$ cat src/rtl/serial_subtractor_4bit_pkg.sv
// Shared constants for the bit-serial subtractor.
// Holds the default width, the FSM encoding and the counter sizing helper.
package serial_subtractor_4bit_pkg;

    localparam int WIDTH_DEF = 4;

    typedef enum logic [1:0] {
        IDLE  = 2'd0,
        SHIFT = 2'd1,
        DONE  = 2'd2
    } state_t;

    // Counter must hold 0..WIDTH without wrapping.
    function automatic int cnt_bits(input int w);
        return $clog2(w + 1);
    endfunction

endpackage

$ cat src/rtl/serial_subtractor_4bit_if.sv
// Request/result bundle of the bit-serial subtractor.
// The master drives operands and start; the slave returns result and status.
interface serial_subtractor_4bit_if
    import serial_subtractor_4bit_pkg::*;
#(
    parameter int WIDTH = WIDTH_DEF
);
    logic             start;
    logic [WIDTH-1:0] a;
    logic [WIDTH-1:0] b;
    logic             bin;
    logic [WIDTH-1:0] diff;
    logic             bout;
    logic             busy;
    logic             done;

    modport master (
        output start, a, b, bin,
        input  diff, bout, busy, done
    );

    modport slave (
        input  start, a, b, bin,
        output diff, bout, busy, done
    );
endinterface

$ cat src/rtl/serial_subtractor_4bit_full_subtractor.sv
// One-bit full subtractor used by the serial datapath.
// Computes x - y - bin as a difference bit plus a borrow-out.
module full_subtractor (
    input  logic x,
    input  logic y,
    input  logic bin,
    output logic d,
    output logic bout
);
    assign d    = x ^ y ^ bin;
    assign bout = (~x & y) | (~(x ^ y) & bin);
endmodule

$ cat src/rtl/serial_subtractor_4bit.sv
// Bit-serial subtractor: one bit per clock, LSB first.
// IDLE captures operands, SHIFT walks the bits, DONE presents the result.
module serial_subtractor_4bit
    import serial_subtractor_4bit_pkg::*;
#(
    parameter int WIDTH = WIDTH_DEF
) (
    input  logic                     clk,
    input  logic                     rst,
    serial_subtractor_4bit_if.slave  bus
);
    localparam int CW = cnt_bits(WIDTH);

    state_t           state_q, state_d;
    logic [WIDTH-1:0] a_q, a_d;
    logic [WIDTH-1:0] b_q, b_d;
    logic [WIDTH-2:0] res_q, res_d;
    logic [WIDTH-1:0] diff_q, diff_d;
    logic [CW-1:0]    cnt_q, cnt_d;
    logic             borrow_q, borrow_d;
    logic             bout_q, bout_d;
    logic             busy_q, busy_d;
    logic             done_q, done_d;
    logic             fs_d;
    logic             fs_b;

    full_subtractor u_fs (
        .x    (a_q[0]),
        .y    (b_q[0]),
        .bin  (borrow_q),
        .d    (fs_d),
        .bout (fs_b)
    );

    // Next-state, datapath shifting and registered-output decode.
    always_comb begin
        state_d  = state_q;
        a_d      = a_q;
        b_d      = b_q;
        res_d    = res_q;
        diff_d   = diff_q;
        cnt_d    = cnt_q;
        borrow_d = borrow_q;
        bout_d   = bout_q;
        unique case (state_q)
            IDLE: begin
                if (bus.start) begin
                    a_d      = bus.a;
                    b_d      = bus.b;
                    borrow_d = bus.bin;
                    cnt_d    = '0;
                    state_d  = SHIFT;
                end
            end
            SHIFT: begin
                a_d      = a_q >> 1;
                b_d      = b_q >> 1;
                borrow_d = fs_b;
                res_d    = {fs_d, res_q[WIDTH-2:1]};
                cnt_d    = cnt_q + CW'(1);
                if (cnt_q == CW'(WIDTH - 1)) begin
                    diff_d  = {fs_d, res_q};
                    bout_d  = fs_b;
                    state_d = DONE;
                end
            end
            DONE: begin
                state_d = IDLE;
            end
            default: begin
                state_d = IDLE;
            end
        endcase
        busy_d = (state_d == SHIFT);
        done_d = (state_d == DONE);
    end

    // State and datapath registers with asynchronous clear.
    always_ff @(posedge clk or posedge rst) begin
        if (rst) begin
            state_q  <= IDLE;
            a_q      <= '0;
            b_q      <= '0;
            res_q    <= '0;
            diff_q   <= '0;
            cnt_q    <= '0;
            borrow_q <= 1'b0;
            bout_q   <= 1'b0;
            busy_q   <= 1'b0;
            done_q   <= 1'b0;
        end else begin
            state_q  <= state_d;
            a_q      <= a_d;
            b_q      <= b_d;
            res_q    <= res_d;
            diff_q   <= diff_d;
            cnt_q    <= cnt_d;
            borrow_q <= borrow_d;
            bout_q   <= bout_d;
            busy_q   <= busy_d;
            done_q   <= done_d;
        end
    end

    assign bus.diff = diff_q;
    assign bus.bout = bout_q;
    assign bus.busy = busy_q;
    assign bus.done = done_q;

endmodule

$ cat src/flat_wrapper.sv
// flat-port wrapper written by rule: the top's interface ports become plain ports
module serial_subtractor_4bit_flat import serial_subtractor_4bit_pkg::*;
#(
    parameter int WIDTH = WIDTH_DEF
)
  (clk, rst, bus_start, bus_a, bus_b, bus_bin, bus_diff, bus_bout, bus_busy, bus_done);
  serial_subtractor_4bit_if #(.WIDTH(WIDTH)) bus_i ();
  input  logic clk;
  input  logic rst;
  input wire logic [$bits(bus_i.start)-1:0] bus_start;
  input wire logic [$bits(bus_i.a)-1:0] bus_a;
  input wire logic [$bits(bus_i.b)-1:0] bus_b;
  input wire logic [$bits(bus_i.bin)-1:0] bus_bin;
  output wire logic [$bits(bus_i.diff)-1:0] bus_diff;
  output wire logic [$bits(bus_i.bout)-1:0] bus_bout;
  output wire logic [$bits(bus_i.busy)-1:0] bus_busy;
  output wire logic [$bits(bus_i.done)-1:0] bus_done;
  assign bus_i.start = bus_start;
  assign bus_i.a = bus_a;
  assign bus_i.b = bus_b;
  assign bus_i.bin = bus_bin;
  assign bus_diff = bus_i.diff;
  assign bus_bout = bus_i.bout;
  assign bus_busy = bus_i.busy;
  assign bus_done = bus_i.done;
  serial_subtractor_4bit #(.WIDTH(WIDTH)) u_core (.clk(clk), .rst(rst), .bus(bus_i));
endmodule
$ cat config.mk
export PLATFORM = sky130hd
export DESIGN_NAME = serial_subtractor_4bit_flat
export DESIGN_NICKNAME = d
export VERILOG_FILES = /design/src/rtl/serial_subtractor_4bit_pkg.sv /design/src/rtl/serial_subtractor_4bit_if.sv /design/src/rtl/serial_subtractor_4bit_full_subtractor.sv /design/src/rtl/serial_subtractor_4bit.sv /design/src/flat_wrapper.sv
export SDC_FILE = /design/constraint.sdc
export NUM_CORES = 1
export LEC_CHECK = 0
export CORE_UTILIZATION = 45
export CTS_CLUSTER_SIZE = 8
export DETAILED_ROUTE_END_ITERATION = 12
export GPL_TIMING_DRIVEN = 1
export PLACE_DENSITY = 0.67
export SLEW_MARGIN = 10
export SYNTH_ARGS = -nofsm -noshare
export SYNTH_HDL_FRONTEND = slang
export SYNTH_SLANG_ARGS = --single-unit
$ cat constraint.sdc
create_clock -name clk -period 2.42 [get_ports clk]
set_input_delay 0.363 -clock clk [delete_from_list [all_inputs] [get_ports clk]]
set_output_delay 0.363 -clock clk [all_outputs]
set_load 0.01 [all_outputs]
==> metrics.md <==
| Metric | Value |
|---|---|
| Vias | 758 |
| Critical Path End Type | flip-flop |
| Antenna Nets Post-Route | 0 |
| Synth unique cells | 23 |
| Starting Density | 0.473 |
| Sequential share of power | 0.484 |
| Final clock skew | 0.00164 ns |
| Most frequent cells in the layout | dfrtp_1, clkdlybuf4s50_1, nand2_1, nor2_1, inv_1 |
| Most common cell after layout, fill and taps aside | dfrtp_1 |
| Setup CP Type | reg -> reg |
| Worst VDD drop | 0.678 mV |
| Max Clk Rate | 631 MHz |
| Layout cells sized above 1 | 0.0776 |
| Fin util | 0.572 |
| Post-Syn Instances | 98 |
| Vias per inst | 5.26 |
| Gates resized, CTS repair | 0 |
| CP Data Required Time | 2.62 ns |
| Bufs and invs on worst path | 0 |
| Min-Delay Path Class | in -> async |
| Setup repair bufs after CTS | 0 |
| Sw power | 553 µW |
| Clk pwr share | 0.106 |
| Setup crit start kind | flip-flop |
| Seq/Total Area, Yosys | 0.573 |
| Crit. Startpoint | u_core.cnt_q[0] |
| Clock buffer depth | 2 |
| Crit-path cells | ha_1, ha_1, nand3b_1, mux2_2 |
| IO Count | 19 |
| Core area | 0.00221 mm² |
| Post-synthesis sequential element count | 24 |
| Combinational share of power | 0.411 |
| Crit path max-delay family | flip-flops |
| DRC errors left | 0 |
| Fillers | 199 |
| Register area | 601 µm² |
| Final Power | 1530 µW |
| # nets final | 133 |
| Synthesized Nets | 113 |
| CP most frequent cell | ha_1 |
| Largest net degree at the start of global routing | 25 |
| Pwr Density | 1200 mW/mm² |
| GR Util All Layers | 0.173 |
| Initial antenna violation count | 0 |
| Largest stage delay, worst path | 0.42 ns |
| Final hold vios | 0 |
| Worst-Margin Slew | 0.514 ns |
| CTS buffer count | 3 |
| Fin. max-slew vios | 0 |
| Clk slew on worst S/H paths | 0.11 ns |
| Drt wl/cell | 12.2 µm |
| Status | complete, no violations |
| Number of detailed-route iterations in the first pass | 6 |
| Post-CTS Hold Buffers | 0 |
| Routability cong. | 0.784 |
| First-pass GRT wire length | 3.18 mm |
| Total wire length | 1.76 mm |
| TritonCTS clock tree | built |
| Die Wd | 50.2 µm |
| Tmin final | 1.58 ns |
| Crit-path max FO | 9 |
| Die Span Y | 50.2 µm |
| Clk_lat worst skew | 0.30 ns |
| Sw frac | 0.362 |
| Root Buffer | clkbuf_4 |
| Final period utilization | 0.655 |
| Sink Count | 24 |
| DR iter-0 viols | 11 |
| Vias in the first global route | 762 |
| Buffers on Ports | 18 |
| Leakage | 0.000580 µW |
| Max Cap Viol | 0 |
| Die area | 0.00252 mm² |
| Post-synthesis average cell area | 10.7 µm² |
| Ant diodes | 0 |
| Finish-stage setup viols | 0 |
| Ys async rst share | 1.00 |
| Multi-input logic area | 387 µm² |
| Slowest CP cell | dfrtp_1 |
| RSZ-0062 raised after global routing | no |
| Post-synth EDFFs | 0 |
| Crit path arrival time | 1.78 ns |
| RR Startpoint | u_core.cnt_q[0] |
| Int Power | 973 µW |
| Top_reg_cell synth | dfrtp_1 |
| CTS H-tree lvls | 1 |
| Area Overhead vs Synth | 20.9% |
| Syn. warnings | 0 |
| Slew headroom | 0.658 |
| Cell Rows | 17 |
| DP HPWL | 1.28 mm |
| Grt ovf | 0 |
| Setup_tns | 0 ns |
| Post-synthesis cell area | 0.00105 mm² |
stage by stage:
step / cell area (µm²) / setup WS [ns] / hold WS (ns) / cells
3_3_place_gp: 1240 / 0.796 / 0.458 / 141
3_5_place_dp: 1240 / 0.736 / 0.468 / 141
6_report: 1270 / 0.835 / 0.386 / 144
5_1_grt: 1270 / 0.753 / 0.404 / 144
2_1_floorplan: 1050 / 0.968 / 0.378 / 98
4_1_cts: 1270 / 0.810 / 0.393 / 144
worst register-to-register path: stages (launching register included):
cell and delay (ns):
dfrtp_1 0.42, ha_1 0.21, ha_1 0.20, nand3b_1 0.29
mux2_2 0.38
final timing paths:
kind / slack (ns) / cells past startpoint / end
max: 0.84 / 4 / u_core.bus.diff[0]
max reg2reg: 0.84 / 4 / u_core.bus.diff[0]
min reg2reg: 0.49 / 2 / u_core.res_q[0]
max in group asynchronous: 1.81 / 3 / u_core.b_q[2]
min in group clk: 0.49 / 2 / u_core.res_q[0]
min: 0.39 / 3 / u_core.bus.bout
cells in the mapped netlist, types with 3 or more instances:
cell,number,area share
o21ai_0,8,0.038
buf_2,3,0.014
dfrtp_1,24,0.57
o22ai_1,5,0.030
inv_1,9,0.032
o32ai_1,4,0.033
a21oi_1,3,0.014
mux2_2,3,0.032
nand2_1,13,0.047
nor2_1,9,0.032
power by group through the flow:
| stage | sequential [µW] | clock (µW) | combinational [µW] |
|---|---|---|---|
| after floorplan | 706 | 0 | 472 |
| after global placement | 742 | 0 | 621 |
| after detailed placement | 748 | 0 | 636 |
| after CTS | 741 | 172 | 635 |
| after global routing | 770 | 189 | 712 |
| final | 738 | 161 | 626 |
area by class of cell:
| type | instances | share of cell area |
|---|---|---|
| clock buffers | 3 | 0.0178 |
| flip-flops and latches | 24 | 0.474 |
| repair buffers | 19 | 0.148 |
| multi-input cells | 61 | 0.305 |
| well taps | 28 | 0.0277 |
| inverters | 9 | 0.0267 |
logic make-up (layout without fill, tap and decap cells):
logic type                 after synthesis  after routing  share of synthesized area
and+or+nand+nor                         31             31                      0.141
DFF                                     24             24                      0.573
adders and majority gates                3              3                     0.0430
muxes                                    4              4                     0.0418
buffers and inverters                   13             31                     0.0573
AOI/OAI and AO/OA                       23             23                      0.143
per-layer routing:
layer	routed length, µm	global-route usage
met3	53	0.0273
met2	876	0.293
met1	786	0.204
met5	0	0
met4	39	0.100
registers in the layout (all words and copies together) (netlist names):
signal,count
u_core.bus.busy,1
u_core.res_q,3
u_core.borrow_q,1
u_core.b_q,4
u_core.bus.diff,4
u_core.cnt_q,3
u_core.state_q,2
u_core.a_q,4
u_core.bus.done,1
u_core.bus.bout,1
Power figures use the tool's default switching activity.
